## src/rtl/jk_seq_driver_if.sv

```systemverilog
// jk_seq_driver_if: J/K excitation link between the sequence driver and its JK flop bank.
//   j_out, k_out : J/K inputs to the bank, driven by the master (the driver)
//   q_fb         : current Q of the bank, driven by the slave (the bank)
interface jk_seq_driver_if #(
    parameter int WIDTH = 4
);
    logic [WIDTH-1:0] j_out;
    logic [WIDTH-1:0] k_out;
    logic [WIDTH-1:0] q_fb;
    modport master (output j_out, k_out, input q_fb);
    modport slave (input j_out, k_out, output q_fb);
endinterface

```

## src/rtl/jk_seq_driver.sv

```systemverilog
// jk_seq_driver: steps a JK flop bank through a programmed table of target states.
//   clk, reset          : clock shared with the bank; asynchronous active-high reset
//   load_en/addr/data   : table write port, honoured only while idle
//   len, loop_en        : step count (clamped to DEPTH) and loop mode, sampled on start
//   start, stop         : begin (idle only) / abort a sequence
//   bank                : J/K out to the bank, q_fb back from it
//   busy, done, err     : running, one-cycle completion pulse, sticky mismatch flag
//   step_idx            : index of the current target entry
module jk_seq_driver #(
    parameter int WIDTH = 4,
    parameter int DEPTH = 8,
    parameter int PREF_TOGGLE = 0,
    localparam int AW = $clog2(DEPTH)
) (
    input  logic             clk,
    input  logic             reset,
    input  logic             load_en,
    input  logic [AW-1:0]    load_addr,
    input  logic [WIDTH-1:0] load_data,
    input  logic [AW:0]      len,
    input  logic             loop_en,
    input  logic             start,
    input  logic             stop,
    jk_seq_driver_if.master  bank,
    output logic             busy,
    output logic             done,
    output logic             err,
    output logic [AW-1:0]    step_idx
);
    typedef enum logic [1:0] {IDLE, DRIVE, CHECK} state_t;

    localparam logic [AW:0] DEPTH_W = (AW + 1)'(DEPTH);

    state_t           state;
    logic [WIDTH-1:0] tbl [DEPTH];
    logic [AW:0]      l_reg;
    logic             loop_r;
    logic [AW:0]      len_eff;
    logic [AW-1:0]    nxt;
    logic             last;

    // Returns {J, K}; bits already at their target get J=K=0 so the bank holds them.
    function automatic logic [2*WIDTH-1:0] exc(input logic [WIDTH-1:0] c, input logic [WIDTH-1:0] t);
        return PREF_TOGGLE != 0 ? {c ^ t, c ^ t} : {~c & t, c & ~t};
    endfunction

    assign len_eff = len > DEPTH_W ? DEPTH_W : len;
    assign nxt     = step_idx + AW'(1);
    assign last    = {1'b0, step_idx} == l_reg - (AW + 1)'(1);
    assign busy    = state != IDLE;

    always_ff @(posedge clk or posedge reset) begin
        if (reset)
            tbl <= '{default: '0};
        else if (load_en && state == IDLE)
            tbl[load_addr] <= load_data;
    end

    // J/K default to 0 every cycle; only transitions into DRIVE load an excitation.
    always_ff @(posedge clk or posedge reset) begin
        if (reset) begin
            state      <= IDLE;
            bank.j_out <= '0;
            bank.k_out <= '0;
            done       <= 1'b0;
            err        <= 1'b0;
            step_idx   <= '0;
            l_reg      <= '0;
            loop_r     <= 1'b0;
        end else begin
            done <= 1'b0;
            {bank.j_out, bank.k_out} <= '0;
            if (state != IDLE && stop) begin
                state <= IDLE;
            end else begin
                case (state)
                    IDLE: begin
                        if (start && len_eff == '0) begin
                            done <= 1'b1;
                        end else if (start) begin
                            l_reg    <= len_eff;
                            loop_r   <= loop_en;
                            err      <= 1'b0;
                            step_idx <= '0;
                            {bank.j_out, bank.k_out} <= exc(bank.q_fb, tbl[0]);
                            state    <= DRIVE;
                        end
                    end
                    DRIVE: state <= CHECK;
                    CHECK: begin
                        if (bank.q_fb != tbl[step_idx]) begin
                            err   <= 1'b1;
                            state <= IDLE;
                        end else if (!last) begin
                            step_idx <= nxt;
                            {bank.j_out, bank.k_out} <= exc(bank.q_fb, tbl[nxt]);
                            state    <= DRIVE;
                        end else if (loop_r) begin
                            step_idx <= '0;
                            {bank.j_out, bank.k_out} <= exc(bank.q_fb, tbl[0]);
                            state    <= DRIVE;
                        end else begin
                            step_idx <= '0;
                            done     <= 1'b1;
                            state    <= IDLE;
                        end
                    end
                    default: state <= IDLE;
                endcase
            end
        end
    end
endmodule

```

## src/flat_wrapper.sv

```systemverilog
// flat-port wrapper written by rule: the top's interface ports become plain ports
module jk_seq_driver_flat 
#(
    parameter int WIDTH = 4,
    parameter int DEPTH = 8,
    parameter int PREF_TOGGLE = 0,
    localparam int AW = $clog2(DEPTH)
)
  (clk, reset, load_en, load_addr, load_data, len, loop_en, start, stop, busy, done, err, step_idx, bank_j_out, bank_k_out, bank_q_fb);
  jk_seq_driver_if #(.WIDTH(WIDTH)) bank_i ();
  input  logic clk;
  input  logic reset;
  input  logic load_en;
  input  logic [AW-1:0] load_addr;
  input  logic [WIDTH-1:0] load_data;
  input  logic [AW:0] len;
  input  logic loop_en;
  input  logic start;
  input  logic stop;
  output logic busy;
  output logic done;
  output logic err;
  output logic [AW-1:0] step_idx;
  output wire logic [$bits(bank_i.j_out)-1:0] bank_j_out;
  output wire logic [$bits(bank_i.k_out)-1:0] bank_k_out;
  input wire logic [$bits(bank_i.q_fb)-1:0] bank_q_fb;
  assign bank_j_out = bank_i.j_out;
  assign bank_k_out = bank_i.k_out;
  assign bank_i.q_fb = bank_q_fb;
  jk_seq_driver #(.WIDTH(WIDTH), .DEPTH(DEPTH), .PREF_TOGGLE(PREF_TOGGLE)) u_core (.clk(clk), .reset(reset), .load_en(load_en), .load_addr(load_addr), .load_data(load_data), .len(len), .loop_en(loop_en), .start(start), .stop(stop), .bank(bank_i), .busy(busy), .done(done), .err(err), .step_idx(step_idx));
endmodule
```

## config.mk

```make
export PLATFORM = sky130hd
export DESIGN_NAME = jk_seq_driver_flat
export DESIGN_NICKNAME = d
export VERILOG_FILES = /design/src/rtl/jk_seq_driver_if.sv /design/src/rtl/jk_seq_driver.sv /design/src/flat_wrapper.sv
export SDC_FILE = /design/constraint.sdc
export NUM_CORES = 1
export LEC_CHECK = 0
export CORE_UTILIZATION = 47
export CTS_BUF_LIST = sky130_fd_sc_hd__clkbuf_4 sky130_fd_sc_hd__clkbuf_8 sky130_fd_sc_hd__clkbuf_16
export DETAILED_ROUTE_END_ITERATION = 10
export MAX_ROUTING_LAYER = met4
export PLACE_DENSITY = 0.67
export SYNTH_ARGS = -nofsm -noshare
export SYNTH_HDL_FRONTEND = slang
export SYNTH_SLANG_ARGS = --single-unit
```

## constraint.sdc

```tcl
create_clock -name clk -period 3.85 [get_ports clk]
set_input_delay 0.9625 -clock clk [delete_from_list [all_inputs] [get_ports clk]]
set_output_delay 0.9625 -clock clk [all_outputs]
set_load 0.02 [all_outputs]
```

# Word level (Yosys, flattened, before mapping)
# Index checks and enable logic that the tools add are counted.
# classes
addsub,2
n_mul,0
div_mod_pow,0
order_cmp,5
eq_ne,10
n_shift,0
mux,46
bitwise_logic,12
n_reduce_logical,12
# op_table
operator,n
4-bit two-way mux,18
32-bit bitwise mux,1
4-bit binary-select mux with 3-bit select,2
4-bit AND,4
4-bit one-hot mux with 2 select lines,2
4-bit demux with 3-bit select,1
"4-bit >= comparator, second input constant",3
3-bit two-way mux,4
3-bit inverter with 4-bit output,3
4-bit inverter,3
2-bit two-way mux,5
5-bit AND reduction,2
1-bit two-way mux,9
"2-bit inequality test, second input constant",3
"3-bit inequality test, second input constant",2
2-bit one-hot mux with 3 select lines,1
3-bit one-hot mux with 2 select lines,1
3-bit by 4-bit equality test with 1-bit output,1
"4-bit greater-than comparator, second input constant",1
1-bit logical AND,4
4-bit zero test,1
"4-bit by 1-bit < comparator with 1-bit output, second input constant",1
4-bit inequality test,1
1-bit one-hot mux with 2 select lines,2
10 further kinds,12
# word_totals
ff_bits,52
latch_bits,0
ram_bits,0
mem_bits_ro,0
input_bits,21
output_inout_bits,14
wordCells,103
mem_count,0

# Logic depth before layout (Yosys ltp)
# Gate-level depths: netlist of the first run.
# logic_depth
word_depth,11
ltp_mapped,9
depth_no_buf,8

# Worst setup path before layout of the first run
# Ideal clock, no wire load.
# synth_timing
path_type,register -> register
from,register u_core.step_idx[0]
to,register u_core.step_idx[2]
setup_time_ns,0.126
arrival_ns,2.355
required_ns,3.724
setup_slack_ns,1.369
stages_incl_launch_ff,9
n_path_buf,2
synth_period_minus_slack_ns,2.481
cell_sequence,dfrtp_1 > buf_6 > buf_12 > mux2i_1 > mux4_1 > xnor2_1 > nor4_4 > o21ai_1 > a311o_1
# synth_between
elab_chain_len,7
word_cells_on_any_way,12
classes_between,1 x add/sub; 3 x eq/ne; 6 x mux; 1 x bitwise; 1 x reduce/logical
# synth_lines
item,line_no,rtl
"start, declared",jk_seq_driver.sv:28,output logic [AW-1:0] step_idx
"start signal, assigned",jk_seq_driver.sv:95,step_idx <= nxt;
3-bit inverter with 4-bit output (not written as such),jk_seq_driver.sv:91,if (bank.q_fb != tbl[step_idx]) begin
4-bit binary-select mux with 3-bit select,jk_seq_driver.sv:91,
4-bit two-way mux (not written as such) (2 in series),jk_seq_driver.sv:91,
4-bit inequality test,jk_seq_driver.sv:91,
2-bit inequality test (no line),-,
5-bit AND reduction (no line),-,
# Parallel ways exist; a longest one is shown, timed or not. The select of a mux whose other input is x is not followed.
# A chain may end at the register's enable or synchronous reset.

# Final worst setup path of the first run
# Same ends and word-level chain as after synthesis.

==> impl_metrics.json, run 1 <==
{
  "largest_register_ffs": 32,
  "hold_violations": 0,
  "post_cts_clock_slew_at_the_launch_and_capture_registers_of_the_worst_setup_and_hold_paths_ps": 100,
  "dpl_cell_area_mm2": 0.00331,
  "sw_frac_of_total_pct": 31.8,
  "final_nets": 292,
  "setup_total_negative_slack_ps": 0,
  "timing.final.crit_period_ps": 3120,
  "clock-skew-final_ps": 9.45,
  "drt-initial-drc-count": 82,
  "detail_route.drc_violations": 0,
  "p_int_mw": 1.17,
  "static-leakage-power_nw": 1.37,
  "cts_resized": 0,
  "clkLatencyLatePin_ps": 320,
  "finalSetupViolations": 0,
  "numCtsBuffers": 5,
  "critical_path.startpoint_type": "flip-flop",
  "yosys.cell_types.count": 41,
  "pwr_cell_area_mw_per_mm2": 500,
  "power.clock.fraction_pct": 23.5,
  "largest-register": "u_core.tbl",
  "coreArea_mm2": 0.00599,
  "grt.total_usage_pct": 21.1,
  "mappedNetlistArea_mm2": 0.00294,
  "maximum_fanout_encountered_on_the_critical_timing_path": 16,
  "switching_power_mw": 0.546,
  "rsz_0062_raised_after_global_routing": "false",
  "fp.dieArea_mm2": 0.00658,
  "number_of_global_route_vias_before_repair": 1938,
  "final-max-slew-violation-count": 0,
  "period_share_pct": 81.0,
  "io_buffers": 34,
  "route.vias.total": 1999,
  "report.power.total_mw": 1.72,
  "worstHoldPathType": "reg2reg",
  "dp_slack_ps": 735,
  "cts_tree": "yes",
  "antenna_found_initial": 0,
  "postRouteAntennaNets": 0,
  "crit_arrival_ps": 3330,
  "critical_path_class": "reg2reg",
  "detail_route.wl_per_cell_um": 17.6,
  "finalWirelength_mm": 6.08,
  "number_of_primary_i_o_pins": 35,
  "synth_fp_nets": 261,
  "numPlacedInstances": 337,
  "drt_first_pass_iters": 4,
  "hpwl_detailed_mm": 4.57,
  "post_synth.cell_area_avg_um2": 12.4,
  "syn-instance-count": 238,
  "max_slew_margin_pct": 49.6,
  "floorplan.rows": 28,
  "postSynthRegisterBits": 52,
  "detail_route.vias_per_cell": 5.79,
  "cts_hold_buffers": 0,
  "crit_required_ps": 4060,
  "power.share.sequential_pct": 47.0,
  "synth-seq-area-share_pct": 44.2,
  "grt_max_degree": 36,
  "clk_root_buffer_cell": "sky130_fd_sc_hd__clkbuf_8",
  "fraction_of_layout_cells_with_a_size_suffix_above_1_pct": 20.4,
  "die_w_um": 81.1,
  "diodes": 0,
  "flow.area_growth_from_synthesis_pct": 16.4,
  "count_of_warnings_emitted_by_yosys": 0,
  "ir_worst_vdd_mv": 0.279,
  "cap_violations": 0,
  "fp.dieH_um": 81.1,
  "global_route_wire_length_before_repair_mm": 9.79,
  "cts_setup_buffers": 0,
  "htree_num_levels": 2,
  "timing.final.ws_setup_ps": 730,
  "fin_area_mm2": 0.00343,
  "final_non_filler_cells": 345,
  "status": "finished, final reports clean",
  "tritoncts_num_sinks": 52,
  "global_route.overflow_total": 0,
  "comb_power_share_pct": 29.5,
  "worst-slew-pin-transition_ps": 750,
  "initial_utilization_pct": 49.1,
  "gp_congestion": 0.770,
  "timing.critical_path.to_type": "flip-flop",
  "cts.path.max_buffers": 2,
  "max_freq_mhz": 320
}
## critical path, cell delays in order, from the launching register on
cell and delay [ps]:
sky130_fd_sc_hd__dfrtp_1 630, sky130_fd_sc_hd__buf_4 340, sky130_fd_sc_hd__mux2i_1 110, sky130_fd_sc_hd__mux4_1 520
sky130_fd_sc_hd__xnor2_1 170, sky130_fd_sc_hd__nor4_4 710, sky130_fd_sc_hd__o21ai_1 150, sky130_fd_sc_hd__a311o_1 380
## per-stage QoR
step | hold slack, ps | util [%]
after floorplan | 476 | -
after global placement | 477 | 55.2
after detailed placement | 517 | 55.2
after CTS | 535 | 57.2
after global routing | 553 | 57.2
final | 535 | 57.2
## Yosys cell counts, drive strengths merged
cell type | n | area, um2
a21o | 2 | 15.0
a21oi | 5 | 25.0
nor2b | 4 | 25.0
nand3b | 1 | 7.51
mux2i | 24 | 240
xnor2 | 4 | 35.0
and3 | 3 | 18.8
and4b | 1 | 10.0
a32o | 2 | 20.0
nand2 | 15 | 56.3
nor3b | 7 | 52.6
nand3 | 2 | 10.0
dfrtp | 52 | 1300
and3b | 1 | 8.76
nor2 | 11 | 43.8
buf | 7 | 67.6
a31oi | 4 | 25.0
a32oi | 4 | 35.0
o21ai | 10 | 50.0
xnor3 | 1 | 22.5
ha | 2 | 25.0
nand2b | 2 | 12.5
nand4 | 1 | 6.26
a22o | 1 | 8.76
nor3 | 5 | 25.0
xor2 | 4 | 35.0
clkbuf | 5 | 18.8
mux2 | 32 | 360
or2 | 1 | 6.26
inv | 6 | 22.5
mux4 | 12 | 282
o41ai | 4 | 35.0
nor4 | 2 | 27.5
a311o | 1 | 10.0
## logic make-up (layout without fill, tap and decap cells)
logic type,after synthesis,after routing,synth area share (%)
AND/OR/NAND/NOR,56,56,10.5
XOR/XNOR,9,9,3.14
buffers and inverters,18,50,3.70
multiplexers,68,68,30.0
flip-flops,52,52,44.2
AO/OA/AOI/OAI,33,33,7.61
adder cells (fa/ha/maj),2,2,0.850
## cells in the final DEF, fill, tap and decap left out, types with 2 or more instances in the layout
cell                              instances
sky130_fd_sc_hd__a21oi_1                  5
sky130_fd_sc_hd__dfrtp_1                 52
sky130_fd_sc_hd__nand2b_1                 2
sky130_fd_sc_hd__nor2_1                  10
sky130_fd_sc_hd__ha_1                     2
sky130_fd_sc_hd__a31oi_1                  4
sky130_fd_sc_hd__nand2_1                 15
sky130_fd_sc_hd__mux2_2                  32
sky130_fd_sc_hd__clkdlybuf4s50_1         34
sky130_fd_sc_hd__xnor2_1                  4
sky130_fd_sc_hd__nor3_1                   5
sky130_fd_sc_hd__o21ai_0                  9
sky130_fd_sc_hd__nand3_1                  2
sky130_fd_sc_hd__xor2_1                   4
sky130_fd_sc_hd__clkbuf_8                 6
sky130_fd_sc_hd__nor3b_1                  7
sky130_fd_sc_hd__inv_1                    5
sky130_fd_sc_hd__o41ai_1                  4
sky130_fd_sc_hd__a32o_1                   2
sky130_fd_sc_hd__a21o_1                   2
sky130_fd_sc_hd__mux4_2                   9
sky130_fd_sc_hd__and3_1                   3
sky130_fd_sc_hd__mux2i_1                 24
sky130_fd_sc_hd__a32oi_1                  4
sky130_fd_sc_hd__mux4_1                   3
sky130_fd_sc_hd__nor2b_1                  4
sky130_fd_sc_hd__buf_4                    2
## power by group through the flow
stage               logic, mW  registers, mW  clock network [mW]
global route            0.557          0.823               0.430
finish                  0.506          0.807               0.403
floorplan               0.388          0.779                   0
global placement        0.496          0.808                   0
CTS                     0.511          0.805               0.411
detailed placement      0.509          0.817                   0
## cell type report
class                   count  area (um2)
clock buffers               6        82.6
clock inverters             2        38.8
fillers                   513        2560
inverters                   6        22.5
multi-input cells         168        1530
flip-flops and latches     52        1300
well taps                  75        93.8
repair buffers             36         355
## final timing paths
kind,startpoint,endpoint,slack (ps),cells after the start
max reg2reg,u_core.step_idx[0],u_core.step_idx[2],730,7
min reg2reg,u_core.state[1],u_core.state[1],530,1
min,u_core.state[1],u_core.state[1],530,1
max in group asynchronous,reset,u_core.bank.k_out[1],2140,3
min in group asynchronous,reset,u_core.tbl[15],920,2
max,u_core.step_idx[0],u_core.step_idx[2],730,7
## routing by layer
metal / vias to the layer above / GRT usage, % / part of all wire [%]
li1: 953 / - / -
met1: 1000 / 26.8 / 47
met2: 36 / 33.4 / 48
met3: 10 / 3.71 / 3.7
met4: 0 / 8.39 / 1.9
met5: - / - / 0
Power figures use the tool's default switching activity.
==> run 2, diff against run 1 <==
clock period = 3 ns   (was 3.85 ns; I/O delays follow)
==> impl_metrics.json, run 2 (synthesized netlist as in run 1, its figures left out) <==
{
  "status": "finished, final reports clean",
  "final-max-slew-violation-count": 0,
  "detail_route.vias_per_cell": 5.77,
  "largest_register_ffs": 32,
  "worst_r2r_startpoint": "u_core.step_idx[1]",
  "cts_tree": "yes",
  "fillCellCount": 508,
  "global_route_wire_length_before_repair_mm": 10.0,
  "multi_input_comb_area_mm2": 0.00154,
  "flow.area_growth_from_synthesis_pct": 19.5,
  "critPathTopFamily": "multiplexers",
  "hold_path_depth": 2,
  "fraction_of_layout_cells_with_a_size_suffix_above_1_pct": 22.5,
  "detail_route.drc_violations": 0,
  "final_nets": 298,
  "floorplan.rows": 28,
  "diodes": 0,
  "layout.cells.most_common": "sky130_fd_sc_hd__dfrtp_1",
  "maximum_fanout_encountered_on_the_critical_timing_path": 11,
  "htree_num_levels": 2,
  "drt-initial-drc-count": 62,
  "hold_violations": 0,
  "numPlacedInstances": 343,
  "critical_path_class": "reg2reg",
  "crit_path_cell_trace": "ha_2 -> mux4_2 -> mux2i_1 -> o21ai_0 -> o41ai_1 -> a31oi_1 -> nor3b_1",
  "seqCellArea_mm2": 0.00130,
  "fp.dieH_um": 81.1,
  "route.vias.total": 2025,
  "timing.final.crit_period_ps": 2650,
  "max_slew_margin_pct": 53.2,
  "grt_max_degree": 53,
  "cap_violations": 0,
  "post_cts_clock_slew_at_the_launch_and_capture_registers_of_the_worst_setup_and_hold_paths_ps": 100,
  "worst-slew-pin-transition_ps": 701,
  "worstReg2RegEnd": "u_core.bank.k_out[1]",
  "reg2reg_setup_slack_ps": 350,
  "setup_total_negative_slack_ps": 0,
  "crit_path_max_incr_delay_ps": 610,
  "antenna_found_initial": 0,
  "clkLatencyLatePin_ps": 300,
  "cts_hold_buffers": 0,
  "largest-register": "u_core.tbl",
  "fp.dieArea_mm2": 0.00658,
  "final_design_utilization_pct": 58.7,
  "critical_path.startpoint_type": "flip-flop",
  "period_share_pct": 88.3,
  "final_non_filler_cells": 351,
  "hold_start": "u_core.err",
  "cts_resized": 0,
  "number_of_global_route_vias_before_repair": 1996,
  "initial_utilization_pct": 49.1,
  "reg2reg_depth": 7,
  "pwr_cell_area_mw_per_mm2": 649,
  "drt_first_pass_iters": 4,
  "number_of_primary_i_o_pins": 35,
  "report.power.total_mw": 2.28,
  "die_w_um": 81.1,
  "rsz_0062_raised_after_global_routing": "false",
  "worstHoldEndpoint": "u_core.err",
  "gp_congestion": 0.784,
  "io_buffers": 34,
  "ir_worst_vdd_mv": 0.431,
  "numCtsBuffers": 5,
  "timing.critical_path.buf_inv": 0,
  "crit_arrival_ps": 2860,
  "final.hold.worst_slack_ps": 484,
  "static-leakage-power_nw": 1.41,
  "clk_root_buffer_cell": "sky130_fd_sc_hd__clkbuf_8",
  "crit_path_top_delay_cell": "sky130_fd_sc_hd__ha_2",
  "mostFrequentLayoutCells": "sky130_fd_sc_hd__dfrtp_1, sky130_fd_sc_hd__clkdlybuf4s50_1, sky130_fd_sc_hd__mux2_2",
  "postRouteAntennaNets": 0,
  "hpwl_detailed_mm": 4.57,
  "cts.path.max_buffers": 2,
  "cts_setup_buffers": 0,
  "grt.total_usage_pct": 21.0,
  "finalWirelength_mm": 6.00,
  "tritoncts_num_sinks": 52,
  "detail_route.wl_per_cell_um": 17.1,
  "clock-skew-final_ps": 10.1,
  "crit_required_ps": 3210,
  "max_freq_mhz": 378,
  "global_route.overflow_total": 0,
  "worstHoldPathType": "reg2reg",
  "timing.critical_path.to_type": "flip-flop",
  "finalSetupViolations": 0,
  "coreArea_mm2": 0.00599
}
==> run 2: area by class of cell <==
cell class,count,area share (%)
clock inverter,3,1.96
clock buffer,5,1.96
multi-input combinational,168,43.7
tap,75,2.67
timing repair buffer,42,12.1
sequential,52,37.0
inverter,6,0.640
==> run 2: power breakdown <==
part / total, mW / internal (mW) / switching [mW]
Sequential: 1.03 / 0.872 / 0.162
Combinational: 0.680 / 0.381 / 0.299
Clock: 0.569 / 0.336 / 0.234
==> run 2: per-stage QoR <==
stage | instance area (um2) | setup WS (ps)
floorplan | 2940 | 519
global placement | 3380 | 258
global route | 3520 | 134
finish | 3520 | 352
detailed placement | 3380 | 204
CTS | 3510 | 178
==> run 2: how the worst max path moves through the flow <==
stage | start | to | slack, ps | cells past startpoint
floorplan | u_core.step_idx[0] | u_core.step_idx[2] | 520 | 8
global placement | u_core.step_idx[1] | u_core.bank.k_out[1] | 260 | 7
detailed placement | u_core.step_idx[1] | u_core.bank.k_out[1] | 200 | 7
CTS | u_core.step_idx[1] | u_core.bank.k_out[1] | 180 | 7
global route | u_core.step_idx[1] | u_core.bank.k_out[0] | 130 | 7
finish | u_core.step_idx[1] | u_core.bank.k_out[1] | 350 | 7
==> run 2: layer usage <==
metal | global-route usage [%] | routed length, um | vias up
li1 | - | - | 969
met5 | - | 0 | -
met3 | 4.04 | 229 | 8
met2 | 32.5 | 2810 | 52
met1 | 28.4 | 2880 | 996
met4 | 5.36 | 70 | 0
==> run 2: tightest hold or removal path: cells and delay by family, from the launching register on <==
kind | cells | cell delay [ps]
DFF | 1 | 350
AOI/OAI and AO/OA | 1 | 60
and+or+nand+nor | 1 | 40
==> RTL change, RTL diff (config.mk and constraints of run 2) <==
`DEPTH` is set to 8 in 2 places; all go to 16.
--- a/src/rtl/jk_seq_driver.sv
+++ b/src/rtl/jk_seq_driver.sv
@@ -10,3 +10,3 @@
     parameter int WIDTH = 4,
-    parameter int DEPTH = 8,
+    parameter int DEPTH = 16,
     parameter int PREF_TOGGLE = 0,
--- a/src/flat_wrapper.sv
+++ b/src/flat_wrapper.sv
@@ -4,3 +4,3 @@
     parameter int WIDTH = 4,
-    parameter int DEPTH = 8,
+    parameter int DEPTH = 16,
     parameter int PREF_TOGGLE = 0,
Interface: changed (resized len, load_addr and step_idx); port bits go from 35 to 38. No check against the original RTL was run, so the function may have changed too.
==> RTL change against run 2 <==
Routed wire length increased by 92%. First-iteration DRC count grew to 2.5 times the old value. Utilization fell by 1.3 points. Maximum frequency is 8.3% lower. Via count increased by 61%. Cell area rose by 59%. Worst setup slack got worse by 0.24 ns. Critical path type unchanged. Power is 38% higher. Area after synthesis increased by 61%. Sequential cell count rose by 34. Combinational power rose by 11%.
==> RTL change: results (changes against run 2) <==
----------------------------------------------------
[Cells and area]
  Ratio of cells with drive above 1 in the final layout ... 36.8% (+14 points)
  Layout non-clock buf frac ... 10.6% (-1.5 points)
  Count of nets after finishing ... 441 (+48%)
  Share of the final layout cell area in sequential cells ... 38.4% (+1.4 points)
  Clock-cell share of area ... 3.21% (-0.70 points)
  Finished Core Util ... 57.4% (-1.3 points)
  Number of multi-input combinational cells in the layout ... 246 (+46%)
  Layout clock buffers ... 11 (+6)
  Signal buffers ... 64 (+52%)
  Filler cells ... 804 (+58%)
  Inverters excl. clock ... 9 (+3)
  Multi-input gate area in the final layout ... 2480 um^2 (+61%)
  Non-filler cells, final ... 554 (+58%)

[Yosys]
  Number of different library cells in the post-synthesis netlist ... 46 (+12%)
  Cell types occupying the most area after synthesis ... sky130_fd_sc_hd__dfrtp_1 45%, sky130_fd_sc_hd__mux2_2 16%, sky130_fd_sc_hd__mux4_2 15%
  Share of Yosys cell area claimed by the top area cell type ... 45.3% (+1.1 points)
  Leading cell types by count after synthesis ... 86 x sky130_fd_sc_hd__dfrtp_1, 68 x sky130_fd_sc_hd__mux2_2, 32 x sky130_fd_sc_hd__mux4_2
  Average size of a mapped cell ... 13.2 um^2 (+6.7%)
  Net count after synthesis ... 385 (+48%)

[Global route]
  First-pass GRT wire length ... 18100 um (+81%)
  Maximum number of pins on one net before global-route repair ... 45 (-15%)
  Number of global-route vias before repair ... 3228 (+62%)

[Worst setup path]
  Critical-path maximum fanout ... 8 (-3)
  CP peak stage delay ... 0.53 ns (-0.08 ns)
  Slowest cell on the critical path ... sky130_fd_sc_hd__mux4_2
  Worst R2R End ... u_core.bank.k_out[0]$_DFF_PP0_
  FF-to-FF setup slack ... 0.11 ns (-0.24 ns)
  Critical R2R Launch ... u_core.step_idx[2]$_DFFE_PP0P_
  Critical path arrival ... 3.16 ns (+0.30 ns)

[Route]
  Final wirelength ... 11500 um (+92%)
  Number of vias per cell ... 5.88 (+2.0%)
  Number of iterations in the first detailed-routing pass ... 5 (+1)

[Clocking]
  H-tree lvl count ... 3 (+1)
  Clock latency on the worst-skew pair ... 0.38 ns (+0.08 ns)
  Inserted Clock Buffers ... 9 (+4)

[Timing]
  Post-route fraction of the period consumed by the critical path ... 96.3% (+8.0 points)
  Slew at the pin closest to its max-slew limit ... 0.715 ns (+0.0139 ns)
  Minimum hold slack ... 0.493 ns (+0.00912 ns)

[Placement]
  Placed insts ... 538 (+57%)
  Placed instance area ... 5410 um^2 (+60%)
  Buffers on Ports ... 37 (+8.8%)
  HPWL after DPL ... 8790 um (+93%)
  Routability-driven placement congestion ratio ... 0.890 (+13%)
  Pre-CTS worst setup slack ... 0.00254 ns (-0.202 ns)

[Min path]
  Number of instances on the worst hold path ... 1 (-1)

[Pwr]
  Static leakage ... 2.33 nW (+66%)
  Total Power ... 3.16 mW (+38%)
  Internal portion of total power ... 2.20 mW (+39%)
  Clk network pwr share ... 24.2% (-0.7 points)

[Run status]
  Result of the run ... finished clean

----------------------------------------------------
-- RTL change: cell count changes in the layout (fill, tap and decap cells not counted), sizes merged, moves of 9 or more --
| cell | delta |
|---|---|
| buf | +19 |
| dfrtp | +34 |
| nand2 | +14 |
| mux4 | +20 |
| mux2 | +38 |
| mux2i | -9 |
-- RTL change: logic make-up after synthesis --
logic type,after synthesis,share of synthesized area (%)
muxes,117,34.9
DFF,86,45.3
AOI/OAI and AO/OA,35,6.03
buffers and inverters,28,2.58
xor gates and xnor gates,7,1.29
and+or+nand+nor,85,9.33
adders and majority gates,2,0.527
-- RTL change: per-layer routing --
| layer | GRT usage (%) | routed length [um] |
|---|---|---|
| met2 | 36.6 | 5520 |
| met4 | 9.67 | 219 |
| met5 | - | 0 |
| met1 | 33.8 | 5020 |
| met3 | 4.54 | 746 |
-- RTL change: repair_timing --
action,CTS,global route
gates resized for setup,2,3
endpoints found under the setup margin,6,7
gates cloned,0,0
